$ cat src/rtl/pc_fetch_ctrl.sv
// pc_fetch_ctrl: fetch sequencer that owns the program counter.
//
// Issues one instruction-memory fetch at a time over a req/ack handshake.
// It holds the fetched word until the core consumes it, then selects the next PC
// from the exception, eret, jump, branch or sequential source.
//
// Ports:
//   Clk, Clrn            clock (posedge) and asynchronous active-low reset
//   imem_req/imem_addr   fetch request and address (address is always cur_pc)
//   imem_ack/imem_rdata  memory accept; read data valid in the same cycle
//   inst_valid/inst/     registered instruction word and its address
//   inst_pc
//   inst_ready           core consumes inst this cycle; qualifies all redirects
//   br_taken/br_target   taken branch for the consumed instruction
//   jmp/jmp_target       jump / jr for the consumed instruction
//   exc, eret            exception entry / return for the consumed instruction
//   halt                 stop fetching after the consumed instruction
//   epc                  saved exception PC
//   cur_pc               PC of the next fetch
//   halted               controller parked in HALT until reset
//
// Every output is a register or a decode of the registered state, so there is
// no combinational path from any input to any output.
module pc_fetch_ctrl #(
  parameter logic [31:0] RESET_VEC = 32'h0000_0000,
  parameter logic [31:0] EXC_VEC   = 32'h0000_0080
) (
  input  logic        Clk,
  input  logic        Clrn,
  output logic        imem_req,
  output logic [31:0] imem_addr,
  input  logic        imem_ack,
  input  logic [31:0] imem_rdata,
  output logic        inst_valid,
  output logic [31:0] inst,
  output logic [31:0] inst_pc,
  input  logic        inst_ready,
  input  logic        br_taken,
  input  logic [31:0] br_target,
  input  logic        jmp,
  input  logic [31:0] jmp_target,
  input  logic        exc,
  input  logic        eret,
  input  logic        halt,
  output logic [31:0] epc,
  output logic [31:0] cur_pc,
  output logic        halted
);

  typedef enum logic [1:0] {
    StBoot,
    StReq,
    StHold,
    StHalt
  } state_e;

  state_e      state_q, state_d;
  logic [31:0] pc_q, pc_d;
  logic [31:0] inst_q, inst_d;
  logic [31:0] inst_pc_q, inst_pc_d;
  logic [31:0] epc_q, epc_d;

  logic [31:0] seq_pc;
  logic [31:0] raw_next_pc;
  logic [31:0] next_pc;

  // Next-PC select, highest priority first. Only used when an instruction
  // is consumed, so it can be computed unconditionally.
  always_comb begin
    seq_pc = inst_pc_q + 32'd4;  // wraps naturally at 2^32
    if (exc) begin
      raw_next_pc = EXC_VEC;
    end else if (eret) begin
      raw_next_pc = epc_q;
    end else if (jmp) begin
      raw_next_pc = jmp_target;
    end else if (br_taken) begin
      raw_next_pc = br_target;
    end else begin
      raw_next_pc = seq_pc;
    end
    // Word-align every source; misaligned targets are silently truncated.
    next_pc = raw_next_pc & ~32'h0000_0003;
  end

  always_comb begin
    state_d   = state_q;
    pc_d      = pc_q;
    inst_d    = inst_q;
    inst_pc_d = inst_pc_q;
    epc_d     = epc_q;

    unique case (state_q)
      StBoot: begin
        // A stale ack left over from before reset is ignored here.
        state_d = StReq;
      end
      StReq: begin
        if (imem_ack) begin
          inst_d    = imem_rdata;
          inst_pc_d = pc_q;
          state_d   = StHold;
        end
      end
      StHold: begin
        // Redirect inputs are only meaningful while consuming.
        if (inst_ready) begin
          pc_d = next_pc;
          if (exc) begin
            epc_d = inst_pc_q;
          end
          state_d = halt ? StHalt : StReq;
        end
      end
      StHalt: begin
        state_d = StHalt;
      end
      default: begin
        state_d = StBoot;
      end
    endcase
  end

  always_ff @(posedge Clk or negedge Clrn) begin
    if (!Clrn) begin
      state_q   <= StBoot;
      pc_q      <= RESET_VEC;
      inst_q    <= 32'h0;
      inst_pc_q <= 32'h0;
      epc_q     <= 32'h0;
    end else begin
      state_q   <= state_d;
      pc_q      <= pc_d;
      inst_q    <= inst_d;
      inst_pc_q <= inst_pc_d;
      epc_q     <= epc_d;
    end
  end

  assign imem_req   = (state_q == StReq);
  assign imem_addr  = pc_q;
  assign cur_pc     = pc_q;
  assign inst_valid = (state_q == StHold);
  assign halted     = (state_q == StHalt);
  assign inst       = inst_q;
  assign inst_pc    = inst_pc_q;
  assign epc        = epc_q;

endmodule
$ cat config.mk
export PLATFORM = sky130hd
export DESIGN_NAME = pc_fetch_ctrl
export DESIGN_NICKNAME = d
export VERILOG_FILES = /design/src/rtl/pc_fetch_ctrl.sv
export SDC_FILE = /design/constraint.sdc
export NUM_CORES = 1
export LEC_CHECK = 0
export CELL_PAD_IN_SITES_DETAIL_PLACEMENT = 0
export CELL_PAD_IN_SITES_GLOBAL_PLACEMENT = 1
export CORE_ASPECT_RATIO = 0.9
export CORE_MARGIN = 2
export CORE_UTILIZATION = 35
export DETAILED_ROUTE_END_ITERATION = 10
export HOLD_SLACK_MARGIN = 0.05
export PLACE_DENSITY = 0.95
export SLEW_MARGIN = 20
export SYNTH_ARGS = -nofsm -noshare
export SYNTH_HDL_FRONTEND = slang
export SYNTH_SLANG_ARGS = --single-unit
export TNS_END_PERCENT = 100
$ cat constraint.sdc
create_clock -name Clk -period 4.1 [get_ports Clk]
set_input_delay 0.82 -clock Clk [delete_from_list [all_inputs] [get_ports Clk]]
set_output_delay 0.82 -clock Clk [all_outputs]
set_load 0.01 [all_outputs]
==> results of run 1 <==
-- stage by stage --
step                hold WS [ns]  setup slack, ns  area, µm²
floorplan                  0.524             2.02       6430
global placement           0.486            0.859       8970
detailed placement         0.493            0.805       8970
CTS                        0.505             1.24       9570
global route               0.523             1.21       9570
finish                     0.493             1.27       9570
-- cells in the mapped netlist, types with 3 or more instances --
library cell	n	area, µm²
nand2b_1	5	31.3
a41oi_1	3	26.3
nand3_1	12	60.1
inv_1	7	26.3
mux2_1	23	259
and3_1	11	68.8
mux2_2	66	743
mux2i_1	4	40.0
o22ai_1	7	43.8
xnor2_1	7	61.3
buf_2	9	45.0
and2_1	3	18.8
nand4_1	10	62.6
a22o_1	3	26.3
buf_4	38	285
o221ai_1	5	43.8
dfrtp_1	124	3100
a211oi_1	4	30.0
o41ai_1	3	26.3
a31oi_1	4	25.0
a221oi_1	3	26.3
nor2_1	27	101
nor3_1	9	45.0
a22oi_1	18	135
buf_1	6	22.5
and4_1	4	35.0
nand2_1	41	154
a21oi_1	23	115
o211ai_1	5	37.5
clkbuf_1	21	78.8
o21ai_1	8	40.0
o21ai_0	21	105
xor2_1	17	149
nor2b_1	4	25.0
-- flip-flops by register name (all words and copies together) (netlist names) --
signal   cells
inst_pc     30
cur_pc      30
inst        32
epc         30
state_q      2
-- layout make-up --
type | count | area [µm²]
clock buffer | 20 | 457
clock inverter | 11 | 144
fill | 1535 | 8210
inverter | 8 | 30.0
multi-input combinational | 386 | 2860
sequential | 124 | 3100
tap | 240 | 300
timing repair buffer | 271 | 2680
-- worst paths after layout --
check,startpoint,end,slack (ns),depth (start not counted)
worst min register to register,inst[17]$_DFFE_PN0P_,inst[17]$_DFFE_PN0P_,0.50,1
min in group Clk,inst[17]$_DFFE_PN0P_,inst[17]$_DFFE_PN0P_,0.50,1
worst min-delay path,Clrn,epc[22]$_DFFE_PN0P_,0.49,1
worst max-delay path,jmp,cur_pc[28]$_DFFE_PN0P_,1.27,7
worst max register to register,inst_pc[2]$_DFFE_PN0P_,cur_pc[30]$_DFFE_PN0P_,1.76,6
max in group asynchronous,Clrn,epc[2]$_DFFE_PN0P_,2.76,2
-- cell families after synthesis --
group           after synthesis  synth area share (%)
xor+xnor                     24                  3.28
other cells                   1                0.0586
simple gates                139                  11.7
mux                          93                  16.3
flops                       124                  48.5
fa+ha+maj                     1                 0.195
compound gates              121                  12.6
buf+inv                      83                  7.39
-- power groups by stage --
stage                     registers [mW]  logic [mW]  clock network [mW]
after floorplan                     1.73       0.384                   0
after global placement              1.66        1.16                   0
after detailed placement            1.67        1.17                   0
after CTS                           1.65        1.17                1.57
after global routing                1.69        1.24                1.63
final                               1.65        1.16                1.54
-- critical path: stages --
cell,delay [ns]
clkdlybuf4s50_1,0.84
buf_4,0.41
inv_1,0.36
o22ai_1,0.25
o21ai_0,0.10
a21boi_0,0.21
a41oi_1,0.07
-- metal layers --
layer	vias to the layer above	wire, µm
li1	2533	-
met1	2761	9170
met2	287	10100
met3	33	1950
met4	0	391
met5	-	0
==> reports/metrics.yaml, run 1 <==
vias_per_cell: 5.30
synth_cells: 586
drt-initial-drc-count: 290
layout_commonest_cell: "clkdlybuf4s50_1"
setup_violations: 0
stdcell_count: 1060
drt_first_pass_iters: 4
grt_pass1_vias: 5807
met3_usage_pct: 7.40
cp_max_fo: 22
p_sw_share_pct: 27.6
required_ns: 4.35
worstSetupEndpointType: "flip-flop"
dieArea_mm2: 0.0194
netlist_area_mm2: 0.00640
power_density_mw_per_mm2: 455
setup_tns_ns: 0
crit_arrival_ns: 3.07
gr-total-overflow: 0
drv_cap: 0
hold_path_class: "input pin to async pin"
layout-drive-gt1-share_pct: 15.0
numPlacedInstances: 1029
track_usage_pct: 22.6
maxSlewHeadroom_pct: 45.4
power_mw: 4.36
vias: 5614
status: "complete, no violations"
die_w_um: 147
p_leak_nw: 4.10
share_comb_of_total_power_pct: 26.7
dp_hpwl_um: 15500
clk_latency_ns: 0.41
ir_drop_mv: 0.429
path_class: "input pin to flip-flop"
core_mm2: 0.0178
grt_use_met1_pct: 29.1
p_seq_share_pct: 37.9
wl_um: 21600
fin_crit_ns: 2.83
grt_pass1_wl_um: 33800
wl_per_cell_um: 20.4
tightest_slew_ns: 0.820
die_h_um: 132
ios: 268
busiest_layer: "met2"
drc: 0
gp_congestion: 0.805
clkPwrFrac_pct: 35.4
yosysUniqueCellTypes: 59
ant_nets: 0
cts_tree: "yes"
io_buffer_count: 255
synth_area_per_cell_um2: 10.9
cp-start-kind: "input pin"
final_max_slew_viol_count: 0
final_cell_mix: "254 x clkdlybuf4s50_1, 124 x dfrtp_1, 66 x mux2_2"
ys.flop_type: "dfrtp_1"
finClkSkew_ns: 0.0124
clockBufferDepth: 2
fmax_ghz: 0.354
placementRows: 46
grt_max_degree: 66
fin_nets: 914
cts_setup_buffers: 0
internal_power_mw: 3.16
cts_made_buffers: 17
finalCritPeriodShare_pct: 68.9
cts_resized: 0
clockRootBuffer: "clkbuf_16"
hold_buffers: 0
ys_seq_area_share_pct: 48.5
power_switching_mw: 1.20
clkSinkCount: 124
synth-edff-count: 0
hold_viol: 0
antenna_found_initial: 0
yosys_register_bits: 124
syn_to_final_growth_pct: 49.6
yosys_warnings: 0
diodes: 0
start_util_pct: 36.0
use_met2_pct: 36.2
synth-async-reset-ratio_pct: 100
cts_max_level: 4
clkTransAtPathRegs_ns: 0.06
post-route-util_pct: 53.8
rsz0062_at_grt: "false"
Note: power is estimated with default switching activity, not from simulation.
==> run 2, diff against run 1 <==
Settings changed: CORE_UTILIZATION 35 to 32, PLACE_DENSITY 0.95 to 0.91.
Clock period 4.1 ns to 2.6 ns, I/O delays scaled along.
==> run 2 against run 1 <==
Compared with the run above: via count up 1.0%; clock power up 51%; register-to-register slack worse by 1.2 ns; core utilization down 4.6 points; sequential power up 59%; critical endpoint is now inst_valid.
==> reports/metrics.yaml, run 2 (synthesis gave the netlist of run 1 again) <==
status: "complete, no violations"  # unchanged
finalCritPeriodShare_pct: 81.7
drc: 0  # unchanged
crit_slowest_cell: "clkdlybuf4s50_1"  # unchanged
multi_input_area_mm2: 0.00285  # was 0.00286 mm²
diodes: 0  # unchanged
required_ns: 2.08  # was 4.35 ns
vias: 5671  # was 5614
gp_congestion: 0.796  # was 0.805
max_stage_delay_ns: 0.58  # was 0.84 ns
p_leak_nw: 4.22  # was 4.10 nW
seqCellArea_mm2: 0.00310  # unchanged
crit_arrival_ns: 1.60  # was 3.07 ns
maxSlewHeadroom_pct: 57.5  # was 45.4%
clkTransAtPathRegs_ns: 0.05  # was 0.06 ns
cp-start-kind: "flip-flop"  # was input pin
clkSinkCount: 124  # unchanged
grt_max_degree: 64  # was 66
wl_per_cell_um: 20.5  # was 20.4 µm
drv_cap: 0  # unchanged
start_util_pct: 32.3  # was 36.0%
final_cell_mix: "254 x clkdlybuf4s50_1, 124 x dfrtp_1, 66 x mux2_2"  # unchanged
io_buffer_count: 255  # unchanged
final_max_slew_viol_count: 0  # unchanged
hold_path_class: "input pin to async pin"  # unchanged
largest_reg_flops: 32  # unchanged
dp_hpwl_um: 16500  # was 15500 µm
drt_first_pass_iters: 5  # was 4
hold_viol: 0  # unchanged
wl_um: 22400  # was 21600 µm
crit_start: "state_q[0]$_DFFE_PN0P_"  # was jmp
layout-drive-gt1-share_pct: 16.5  # was 15.0%
grt_pass1_wl_um: 34100  # was 33800 µm
tightest_slew_ns: 0.638  # was 0.820 ns
post-route-util_pct: 49.2  # was 53.8%
clockRootBuffer: "clkbuf_16"  # unchanged
track_usage_pct: 21.2  # was 22.6%
vias_per_cell: 5.19  # was 5.30
dieArea_mm2: 0.0212  # was 0.0194 mm²
crit_family: "buffers and inverters"  # unchanged
clockBufferDepth: 2  # unchanged
finClkSkew_ns: 0.0155  # was 0.0124 ns
cts_made_buffers: 17  # unchanged
fin_crit_ns: 2.12
reg2reg_from: "inst_pc[2]$_DFFE_PN0P_"  # unchanged
die_h_um: 138  # was 132 µm
crit_buf_inv: 1  # was 3
cts_resized: 0  # unchanged
antenna_found_initial: 0  # unchanged
layout_commonest_cell: "clkdlybuf4s50_1"  # unchanged
cts_max_level: 4  # unchanged
path_class: "flip-flop to primary output"  # was input pin to flip-flop
cp_max_fo: 8  # was 22
gr-total-overflow: 0  # unchanged
ir_drop_mv: 0.620  # was 0.429 mV
drt-initial-drc-count: 403  # was 290
grt_pass1_vias: 5727  # was 5807
cts_setup_buffers: 0  # unchanged
ant_nets: 0  # unchanged
ios: 268  # unchanged
fin_nets: 933  # was 914
die_w_um: 153  # was 147 µm
cts_tree: "yes"  # unchanged
regToRegSetupSlack_ns: 0.54  # was 1.76 ns
worstSetupEndpointType: "primary output"  # was flip-flop
core_mm2: 0.0198  # was 0.0178 mm²
nFillCells: 1822  # was 1535
fmax_ghz: 0.471
clk_latency_ns: 0.43  # was 0.41 ns
setup_violations: 0  # unchanged
hold_buffers: 0  # unchanged
power_density_mw_per_mm2: 697  # was 455 mW/mm²
syn_to_final_growth_pct: 52.3  # was 49.6%
rsz0062_at_grt: "false"  # unchanged
path_cells: "nor2b_1 > clkdlybuf4s50_1"  # was clkdlybuf4s50_1 > buf_4 > inv_1 > o22ai_1 > o21ai_0 > a21boi_0 > a41oi_1
placementRows: 49  # was 46
setup_tns_ns: 0  # unchanged
[run 2: where the power goes]
part / total (mW) / switching [mW] / internal, mW
Combinational: 1.85 / 0.685 / 1.16
Clock: 2.33 / 0.867 / 1.47
Sequential: 2.62 / 0.333 / 2.28
Total: 6.79 / 1.88 / 4.91
[run 2: layout make-up]
cell class,instances,share of cell area (%)
sequential,124,31.8
timing repair buffer,290,29.5
multi-input combinational,386,29.2
clock buffer,22,4.86
tap,255,3.27
clock inverter,8,0.950
inverter,8,0.308
[run 2: through the flow]
step                      cells  instance area, µm²  hold WS [ns]  power, mW  setup WS (ns)
final                      1093                9750        0.0638       6.79          0.475
after global routing       1093                9750         0.113       7.11          0.354
after CTS                  1093                9750         0.106       6.86          0.442
after detailed placement   1063                9180         0.492       4.51          0.170
after global placement     1063                9180         0.487       4.47          0.236
after floorplan             593                6430         0.224       3.34          0.817
[run 2: per-layer routing]
metal	vias to the layer above	share of wire, %	track usage (%)	routed length [µm]
met5	-	0	0	0
met4	0	1.9	8.28	414
met3	29	8.2	6.74	1830
met2	270	47	32.7	10500
met1	2803	43	27.7	9600
li1	2569	-	-	-
[run 2: worst paths after layout]
kind                       cells after the start                endpoint
max in group asynchronous                      2  inst_pc[3]$_DFFE_PN0P_
hold / removal                                 1    inst[26]$_DFFE_PN0P_
min in group Clk                               1     inst[7]$_DFFE_PN0P_
setup reg to reg                               7  cur_pc[30]$_DFFE_PN0P_
setup / recovery                               2              inst_valid
hold reg to reg                                1     inst[7]$_DFFE_PN0P_
